`config.mk`:
```
export PLATFORM = sky130hd
export DESIGN_NAME = wb_port_arbiter
export DESIGN_NICKNAME = d
export VERILOG_FILES = /design/src/rtl/wb_port_arbiter.sv
export SDC_FILE = /design/constraint.sdc
export NUM_CORES = 1
export LEC_CHECK = 0
export CAP_MARGIN = 20
export CORE_UTILIZATION = 49
export DETAILED_ROUTE_END_ITERATION = 10
export GPL_TIMING_DRIVEN = 1
export HOLD_SLACK_MARGIN = 0.15
export PLACE_DENSITY = 0.77
export RECOVER_POWER = 25
export SLEW_MARGIN = 20
export SYNTH_ARGS = -nofsm -noshare
export SYNTH_HDL_FRONTEND = slang
export SYNTH_SLANG_ARGS = --single-unit
```
`constraint.sdc`:
```
create_clock -name clk -period 2.8 [get_ports clk]
set_input_delay 0.42 -clock clk [delete_from_list [all_inputs] [get_ports clk]]
set_output_delay 0.42 -clock clk [all_outputs]
set_load 0.005 [all_outputs]
```
`src/rtl/wb_port_arbiter.sv`:
```
// Register-file write-port arbiter: shares the single write port between the
// pipeline writeback path and buffered long-latency (MUL/DIV) results.
module wb_port_arbiter #(
  parameter int unsigned XLEN       = 32,
  parameter int unsigned FIFO_DEPTH = 4,
  parameter int unsigned MAX_WAIT   = 3
) (
  input  logic                          clk,
  input  logic                          rst,
  input  logic                          wb_valid,
  input  logic [4:0]                    wb_rd,
  input  logic [XLEN-1:0]               wb_data,
  input  logic                          lu_valid,
  output logic                          lu_ready,
  input  logic [4:0]                    lu_rd,
  input  logic [XLEN-1:0]               lu_data,
  output logic                          rf_we,
  output logic [4:0]                    rf_rd,
  output logic [XLEN-1:0]               rf_wdata,
  output logic                          wb_stall,
  input  logic [4:0]                    query_rs1,
  input  logic [4:0]                    query_rs2,
  output logic                          rs1_pending,
  output logic                          rs2_pending,
  output logic [$clog2(FIFO_DEPTH):0]   fifo_count
);

  localparam int unsigned PTR_W  = $clog2(FIFO_DEPTH);
  localparam int unsigned CNT_W  = PTR_W + 1;
  localparam int unsigned WAIT_W = (MAX_WAIT < 1) ? 1 : $clog2(MAX_WAIT + 1);

  logic [CNT_W-1:0]  count;
  logic [PTR_W-1:0]  rd_ptr;
  logic [PTR_W-1:0]  wr_ptr;
  logic [WAIT_W-1:0] wait_cnt;
  logic [4:0]        mem_rd   [FIFO_DEPTH];
  logic [XLEN-1:0]   mem_data [FIFO_DEPTH];

  logic empty;
  logic full;
  logic wb_req;
  logic lu_xfer;
  logic lu_keep;
  logic fifo_grant;
  logic push;
  logic pop;

  assign empty      = (count == '0);
  assign full       = (count == CNT_W'(FIFO_DEPTH));
  assign lu_ready   = !rst && !full;
  assign wb_req     = !rst && wb_valid && (wb_rd != 5'd0);
  assign lu_xfer    = lu_valid && lu_ready;
  // Results to x0 complete the handshake but are discarded.
  assign lu_keep    = lu_xfer && (lu_rd != 5'd0);
  assign fifo_count = count;

  // Grant selection and write-port mux.
  always_comb begin
    rf_we      = 1'b0;
    rf_rd      = 5'd0;
    rf_wdata   = '0;
    wb_stall   = 1'b0;
    push       = 1'b0;
    pop        = 1'b0;
    fifo_grant = 1'b0;
    if (!rst) begin
      if (empty) begin
        if (wb_req) begin
          rf_we    = 1'b1;
          rf_rd    = wb_rd;
          rf_wdata = wb_data;
          push     = lu_keep;
        end else if (lu_keep) begin
          // Bypass straight to the register file; nothing is buffered.
          rf_we    = 1'b1;
          rf_rd    = lu_rd;
          rf_wdata = lu_data;
        end
      end else begin
        fifo_grant = !wb_req || (wait_cnt == WAIT_W'(MAX_WAIT)) || full;
        push       = lu_keep;
        if (fifo_grant) begin
          pop      = 1'b1;
          rf_we    = (mem_rd[rd_ptr] != 5'd0);
          rf_rd    = mem_rd[rd_ptr];
          rf_wdata = mem_data[rd_ptr];
          wb_stall = wb_req;
        end else begin
          rf_we    = 1'b1;
          rf_rd    = wb_rd;
          rf_wdata = wb_data;
        end
      end
    end
  end

  // Pointer, occupancy and starvation-counter state.
  always_ff @(posedge clk) begin
    if (rst) begin
      count    <= '0;
      rd_ptr   <= '0;
      wr_ptr   <= '0;
      wait_cnt <= '0;
    end else begin
      if (push) wr_ptr <= wr_ptr + PTR_W'(1);
      if (pop)  rd_ptr <= rd_ptr + PTR_W'(1);
      count <= count + CNT_W'(push) - CNT_W'(pop);
      if (empty || fifo_grant) begin
        wait_cnt <= '0;
      end else if (wait_cnt != WAIT_W'(MAX_WAIT)) begin
        wait_cnt <= wait_cnt + WAIT_W'(1);
      end
    end
  end

  // Buffer storage; validity is tracked by the pointers, so no reset needed.
  always_ff @(posedge clk) begin
    if (push) begin
      mem_rd[wr_ptr]   <= lu_rd;
      mem_data[wr_ptr] <= lu_data;
    end
  end

  // Hazard lookup across every valid buffered entry, head included.
  always_comb begin
    rs1_pending = 1'b0;
    rs2_pending = 1'b0;
    if (!rst) begin
      for (int k = 0; k < FIFO_DEPTH; k++) begin
        if (CNT_W'(k) < count) begin
          if ((query_rs1 != 5'd0) && (mem_rd[PTR_W'(rd_ptr + PTR_W'(k))] == query_rs1))
            rs1_pending = 1'b1;
          if ((query_rs2 != 5'd0) && (mem_rd[PTR_W'(rd_ptr + PTR_W'(k))] == query_rs2))
            rs2_pending = 1'b1;
        end
      end
    end
  end

endmodule

```
### Word-level counts from Yosys, hierarchy flattened

Memories as Yosys holds them, arrays and structs flattened. A register that Yosys moved wholly into a read port is not among the register bits.
Index checks and enable logic that the tools add are counted.

| storage, ports and cells | value |
|---|---|
| flip-flop bits (word level) | 9 |
| bits in writable memories | 148 |
| input port bits | 88 |
| output and inout bits | 45 |
| logic and storage cells | 104 |
| memories kept | 2 |

Memories:

| memory | words | bits a word | read ports | clocked after memory_dff | wr ports | line | source |
|---|---|---|---|---|---|---|---|
| mem_data | 4 | 32 | 1 | 1 | 1 | 37 | `logic [XLEN-1:0] mem_data [FIFO_DEPTH];` |
| mem_rd | 4 | 5 | 4 | 1 | 1 | 36 | `logic [4:0] mem_rd [FIFO_DEPTH];` |

| operators by class | value |
|---|---|
| add/sub/neg operators | 7 |
| $lt $le $gt $ge | 4 |
| equal/unequal tests | 11 |
| multiplexer cells | 50 |
| reduce and logical (&&, ||, !) cells | 26 |

Operators by type and width:

| operator | count |
|---|---|
| 32-bit 2-to-1 mux | 5 |
| 5-bit == test | 8 |
| 1-bit 2-to-1 mux | 36 |
| 5-bit 2-to-1 mux | 5 |
| 5-bit nonzero test | 5 |
| 1-bit logical AND | 13 |
| 2-bit 2-to-1 mux | 4 |
| 2-bit by 1-bit adder with 2-bit output (second input constant) | 3 |
| 1-bit by 3-bit < comparator with 1-bit output (first input constant) | 2 |
| 2-bit by 3-bit < comparator with 1-bit output (first input constant) | 2 |
| 2-bit adder (second input constant) | 2 |
| 3-bit by 1-bit adder with 3-bit output | 1 |
| 3-bit == test (second input constant) | 1 |
| 1-bit logical NOT | 3 |
| 3-bit logical NOT | 1 |
| 1-bit logical OR | 3 |
| 3-bit by 1-bit subtractor with 3-bit output | 1 |
| 2-bit == test (second input constant) | 1 |
| 2-bit != test (second input constant) | 1 |
| 2-bit OR reduction | 1 |

### Logic depth before layout (Yosys ltp)

| logic depth | value |
|---|---|
| depth in word-level cells | 11 |
| gate-level depth with buffers | 14 |
| gate-level depth less buffers | 13 |

### Worst setup path after synthesis

Ideal clock, no wire load.

| timing | value |
|---|---|
| kind | reg2reg |
| from | register wait_cnt[0] |
| to | register count[2] (netlist: fifo_count[2]) |
| library setup time | 0.128 ns |
| arrival time | 2.697 ns |
| required time | 2.672 ns |
| slack | -0.025 ns |
| cell stages (with the launch flop) | 15 |
| buffers on the path | 1 |
| clock period less this slack | 2.825 ns |
| cell sequence | dfxtp_1 > ha_1 > o21bai_1 > a2111o_1 > and2_1 > buf_2 > nand2b_1 > inv_1 > ha_1 > inv_1 > ha_1 > inv_1 > fa_1 > xnor2_1 > nor2_1 |

| between the ends | value |
|---|---|
| word-level cells in the longest chain between the ends | 7 |

RTL lines:

| what | line | source |
|---|---|---|
| start: declaration | 35 | `logic [WAIT_W-1:0] wait_cnt;` |
| start signal: assignment | 111 | `wait_cnt <= wait_cnt + WAIT_W'(1);` |
| 2-bit == test | 80 | `fifo_grant = !wb_req \|\| (wait_cnt == WAIT_W'(MAX_WAIT)) \|\| full;` |
| 1-bit logical OR (2 in series) | 80 |  |
| 1-bit 2-to-1 mux | 82 | `if (fifo_grant) begin` |
| 1-bit 2-to-1 mux | 67 | `if (empty) begin` |
| 1-bit 2-to-1 mux | 66 | `if (!rst) begin` |
| 3-bit by 1-bit subtractor with 3-bit output | 107 | `count <= count + CNT_W'(push) - CNT_W'(pop);` |
| end signal: assignment | 107 |  |
| end: declaration | 32 | `logic [CNT_W-1:0] count;` |

Every way passes these cells.
A chain may end at the register's enable or synchronous reset.

### Final worst setup path

| timing | value |
|---|---|
| from | input port lu_rd[2] |
| to | output port rf_wdata[28] |

| between the ends | value |
|---|---|
| word-level cells in the longest chain between the ends | 6 |

RTL lines:

| what | line | source |
|---|---|---|
| start: declaration | 15 | `input logic [4:0] lu_rd,` |
| 5-bit nonzero test | 54 | `assign lu_keep = lu_xfer && (lu_rd != 5'd0);` |
| 1-bit logical AND | 54 |  |
| 32-bit 2-to-1 mux | 73 | `end else if (lu_keep) begin` |
| 32-bit 2-to-1 mux | 68 | `if (wb_req) begin` |
| 32-bit 2-to-1 mux | 67 |  |
| 32-bit 2-to-1 mux | 66 |  |
| end: declaration | 19 | `output logic [XLEN-1:0] rf_wdata,` |

Every way passes these cells.

==> results.sh <==
export IMPL_grt_pass1_vias=5943
export IMPL_die_h_um=130
export IMPL_fin_crit_sh_pct=102
export IMPL_coreArea_um2=15900
export IMPL_internal_power_mw=5.98
export IMPL_worstSetupEndpointType="output port"
export IMPL_ios=133
export IMPL_die_w_um=130
export IMPL_clk_latency_ns=0.42
export IMPL_cts_made_buffers=17
export IMPL_synth_simple_area_share_pct=5.20
export IMPL_swShare_pct=33.1
export IMPL_slew_headroom_pct=69.4
export IMPL_worstPathRequired_ns=2.38
export IMPL_ir_drop_mv=0.455
export IMPL_firstDrtPassIters=5
export IMPL_status="finished, violations left"
export IMPL_worstPathMaxFanout=4
export IMPL_grt_ovfl_total=0
export IMPL_switchingPower_mw=2.95
export IMPL_ys_top_cells_by_count="edfxtp_1, mux4_2, mux2i_1"
export IMPL_cp_slowest_cell="or4_4"
export IMPL_drt_iter0_markers=448
export IMPL_syn_to_final_growth_pct=39.7
export IMPL_setup_viol_count_final=4
export IMPL_wirelength_um=21400
export IMPL_violations="negative setup slack"
export IMPL_hold_class="flop to flop"
export IMPL_nets=838
export IMPL_p_comb_share_pct=43.2
export IMPL_synth_compound_area_share_pct=9.08
export IMPL_io_buffer_count=132
export IMPL_grt_max_degree=39
export IMPL_min_period_ns=2.85
export IMPL_hpwl_um=14000
export IMPL_power_leakage_nw=3.95
export IMPL_critical_path_top_delay_family="buffers and inverters"
export IMPL_wl_per_cell_um=22.0
export IMPL_worstMarginPinSlew_ns=0.455
export IMPL_synth_cells=528
export IMPL_ys_seq_elements=159
export IMPL_cp_arrival_ns=2.43
export IMPL_powerDensity_nw_per_um2=796
export IMPL_synth_cell_types=54
export IMPL_synth_area_top_cells="edfxtp_1, mux4_2, mux2i_1"
export IMPL_cp_start_kind="input pin"
export IMPL_numClockSinks=159
export IMPL_die_area_um2=16900
export IMPL_timing_setup_critical_path_class="input pin to output port"
export IMPL_drc_errors=0
export IMPL_cpPeakStageDelay_ns=0.58
export IMPL_finalMaxSlewViolations=0
export IMPL_post_synth_top_count_cell="edfxtp_1"
export IMPL_path_clk_slew_ns=0.06
export IMPL_synth_top_family_by_area="multiplexers"
export IMPL_synth_top_area_share_pct=55.3
export IMPL_synth_edf_count=148
export IMPL_holdWs_ns=0.436
export IMPL_cp_num_buf_inv=5
export IMPL_max_freq_mhz=351
export IMPL_cts_root_buffer_cell="clkbuf_16"
export IMPL_grt_pass1_wl_um=31600
export IMPL_synth_warnings=0
export IMPL_clk_path_buf_depth=2
export IMPL_synth_xor_area_share_pct=5.55
export IMPL_muxShareOfSynthArea_pct=16.9
export IMPL_pwr_share_clk_pct=24.2
export IMPL_start_util_pct=50.4
export IMPL_syn_num_nets=626
export IMPL_dp_cells=908
export IMPL_ctsHoldBuffers=0
export IMPL_drtAntennaViolNets=0
export IMPL_vias_per_cell=5.81
export IMPL_fin_cells=971
export IMPL_postSynthAreaPerCell_um2=15.2
export IMPL_synthArstFlopShare_pct=0
export IMPL_cts_htree_levels=4
export IMPL_placed_area_um2=10100
export IMPL_p_seq_share_pct=32.5
export IMPL_vias=5643
export IMPL_maxCapViolations=0
export IMPL_num_rows=46
export IMPL_ys_flop_type="edfxtp_1"
export IMPL_skew_ns=0.00635
export IMPL_grt_use_total_pct=25.6
export IMPL_tritoncts="yes"
export IMPL_fin_ws_ns=-0.0526
export IMPL_antenna_found_initial=2
export IMPL_syn_cell_area_um2=8030
export IMPL_rsz0062_at_grt="true"
export IMPL_drive_above_1_share_pct=38.2
export IMPL_final_area_um2=11200
export IMPL_cp_cell_sequence="dlygate4sd2_1, or4_4, o211ai_4, buf_6, nor2_4, clkbuf_16, buf_4, a221oi_4, a211oi_2, clkbuf_2"
export IMPL_hold_viol=0
export IMPL_synthAdderAreaFrac_pct=1.65
export IMPL_ys_seq_area_share_pct=58.1
export IMPL_synth_largest_area_cell="edfxtp_1"
export IMPL_globalplace_congestion=0.894
-- cells in the final DEF (no fill, tap or decap), types with 8 or more instances in the layout --
cell type	n
a22oi_1	11
a21oi_1	12
a22oi_2	8
xor2_1	20
clkbuf_2	29
ha_1	9
clkdlybuf4s50_1	61
dlygate4sd2_1	15
buf_12	14
clkbuf_16	19
buf_6	8
nor2_1	12
inv_1	16
dlygate4sd3_1	19
xnor2_1	26
mux2i_1	25
a211oi_2	10
buf_4	69
nand2_1	22
edfxtp_1	148
a221oi_2	10
nor3_1	9
mux4_2	41
-- final timing paths --
path / startpoint / cells past startpoint / slack (ns) / end
worst max-delay path: lu_rd[2] / 10 / -0.05 / rf_wdata[28]
worst min register to register: wait_cnt[0] / 1 / 0.44 / wait_cnt[0]
worst min-delay path: wait_cnt[0] / 1 / 0.44 / wait_cnt[0]
worst max register to register: wait_cnt[0] / 13 / 0.14 / fifo_count[2]
-- routing by layer --
metal,GRT usage (%),part of all wire (%)
met4,11.2,2.6
met3,4.51,5.4
met2,44.4,52
met5,0,0
met1,31.6,40
-- repair_timing --
item                       in CTS  in global routing
gates cloned                    2                  2
resized for setup             130                 83
setup endpoints to repair      43                 41
setup buffers                  21                  5
pin swaps                      22                 18
-- power by group through the flow --
stage | registers [mW] | logic [mW] | clock network [mW]
final | 2.91 | 3.86 | 2.17
after detailed placement | 2.93 | 3.41 | 0
after global routing | 2.92 | 4.11 | 2.28
after floorplan | 2.87 | 2.07 | 0
after global placement | 2.92 | 3.35 | 0
after CTS | 2.90 | 3.68 | 2.18
-- cells by family after synthesis --
logic type               Yosys count
buffers and inverters             59
AND/OR/NAND/NOR                   74
multiplexers                      80
AO/OA/AOI/OAI                     96
adder cells (fa/ha/maj)           10
flip-flops                       159
XOR/XNOR                          50
-- flip-flops by register name (all words and copies together), names as in the netlist, named ones only --
| name | flops |
|---|---|
| mem_rd | 20 |
| rd_ptr | 2 |
| wait_cnt | 2 |
| wr_ptr | 2 |
| mem_data | 128 |
| fifo_count | 3 |
-- through the flow --
| step | setup TNS (ns) | setup slack, ns | util, % | power, mW |
|---|---|---|---|---|
| after global placement | -17.90 | -0.514 | 63.4 | 6.27 |
| final | -0.101 | -0.0526 | 70.4 | 8.93 |
| after global routing | -0.926 | -0.128 | 70.3 | 9.31 |
| after CTS | -0.0605 | -0.0519 | 69.6 | 8.76 |
| after detailed placement | -19.30 | -0.568 | 63.4 | 6.34 |
| after floorplan | 0 | 0.0660 | - | 4.93 |
-- worst register-to-register path: stages (launching register included) --
cell      delay, ns
dfxtp_1        0.32
ha_1           0.21
o21bai_1       0.18
a2111o_1       0.35
and2_4         0.21
nand2b_4       0.10
inv_1          0.05
ha_1           0.29
inv_1          0.06
ha_1           0.13
inv_1          0.05
fa_1           0.40
xnor2_1        0.14
nor2_1         0.05
-- area by class of cell --
cell class | instances | area, µm²
Antenna cell | 2 | 5.00
Clock buffer | 18 | 429
Timing Repair Buffer | 231 | 2130
Inverter | 21 | 78.8
Sequential cell | 159 | 4690
Fill cell | 1047 | 4730
Clock inverter | 14 | 134
Tap cell | 216 | 270
Multi-Input combinational cell | 310 | 3480
Power figures use the tool's default switching activity.
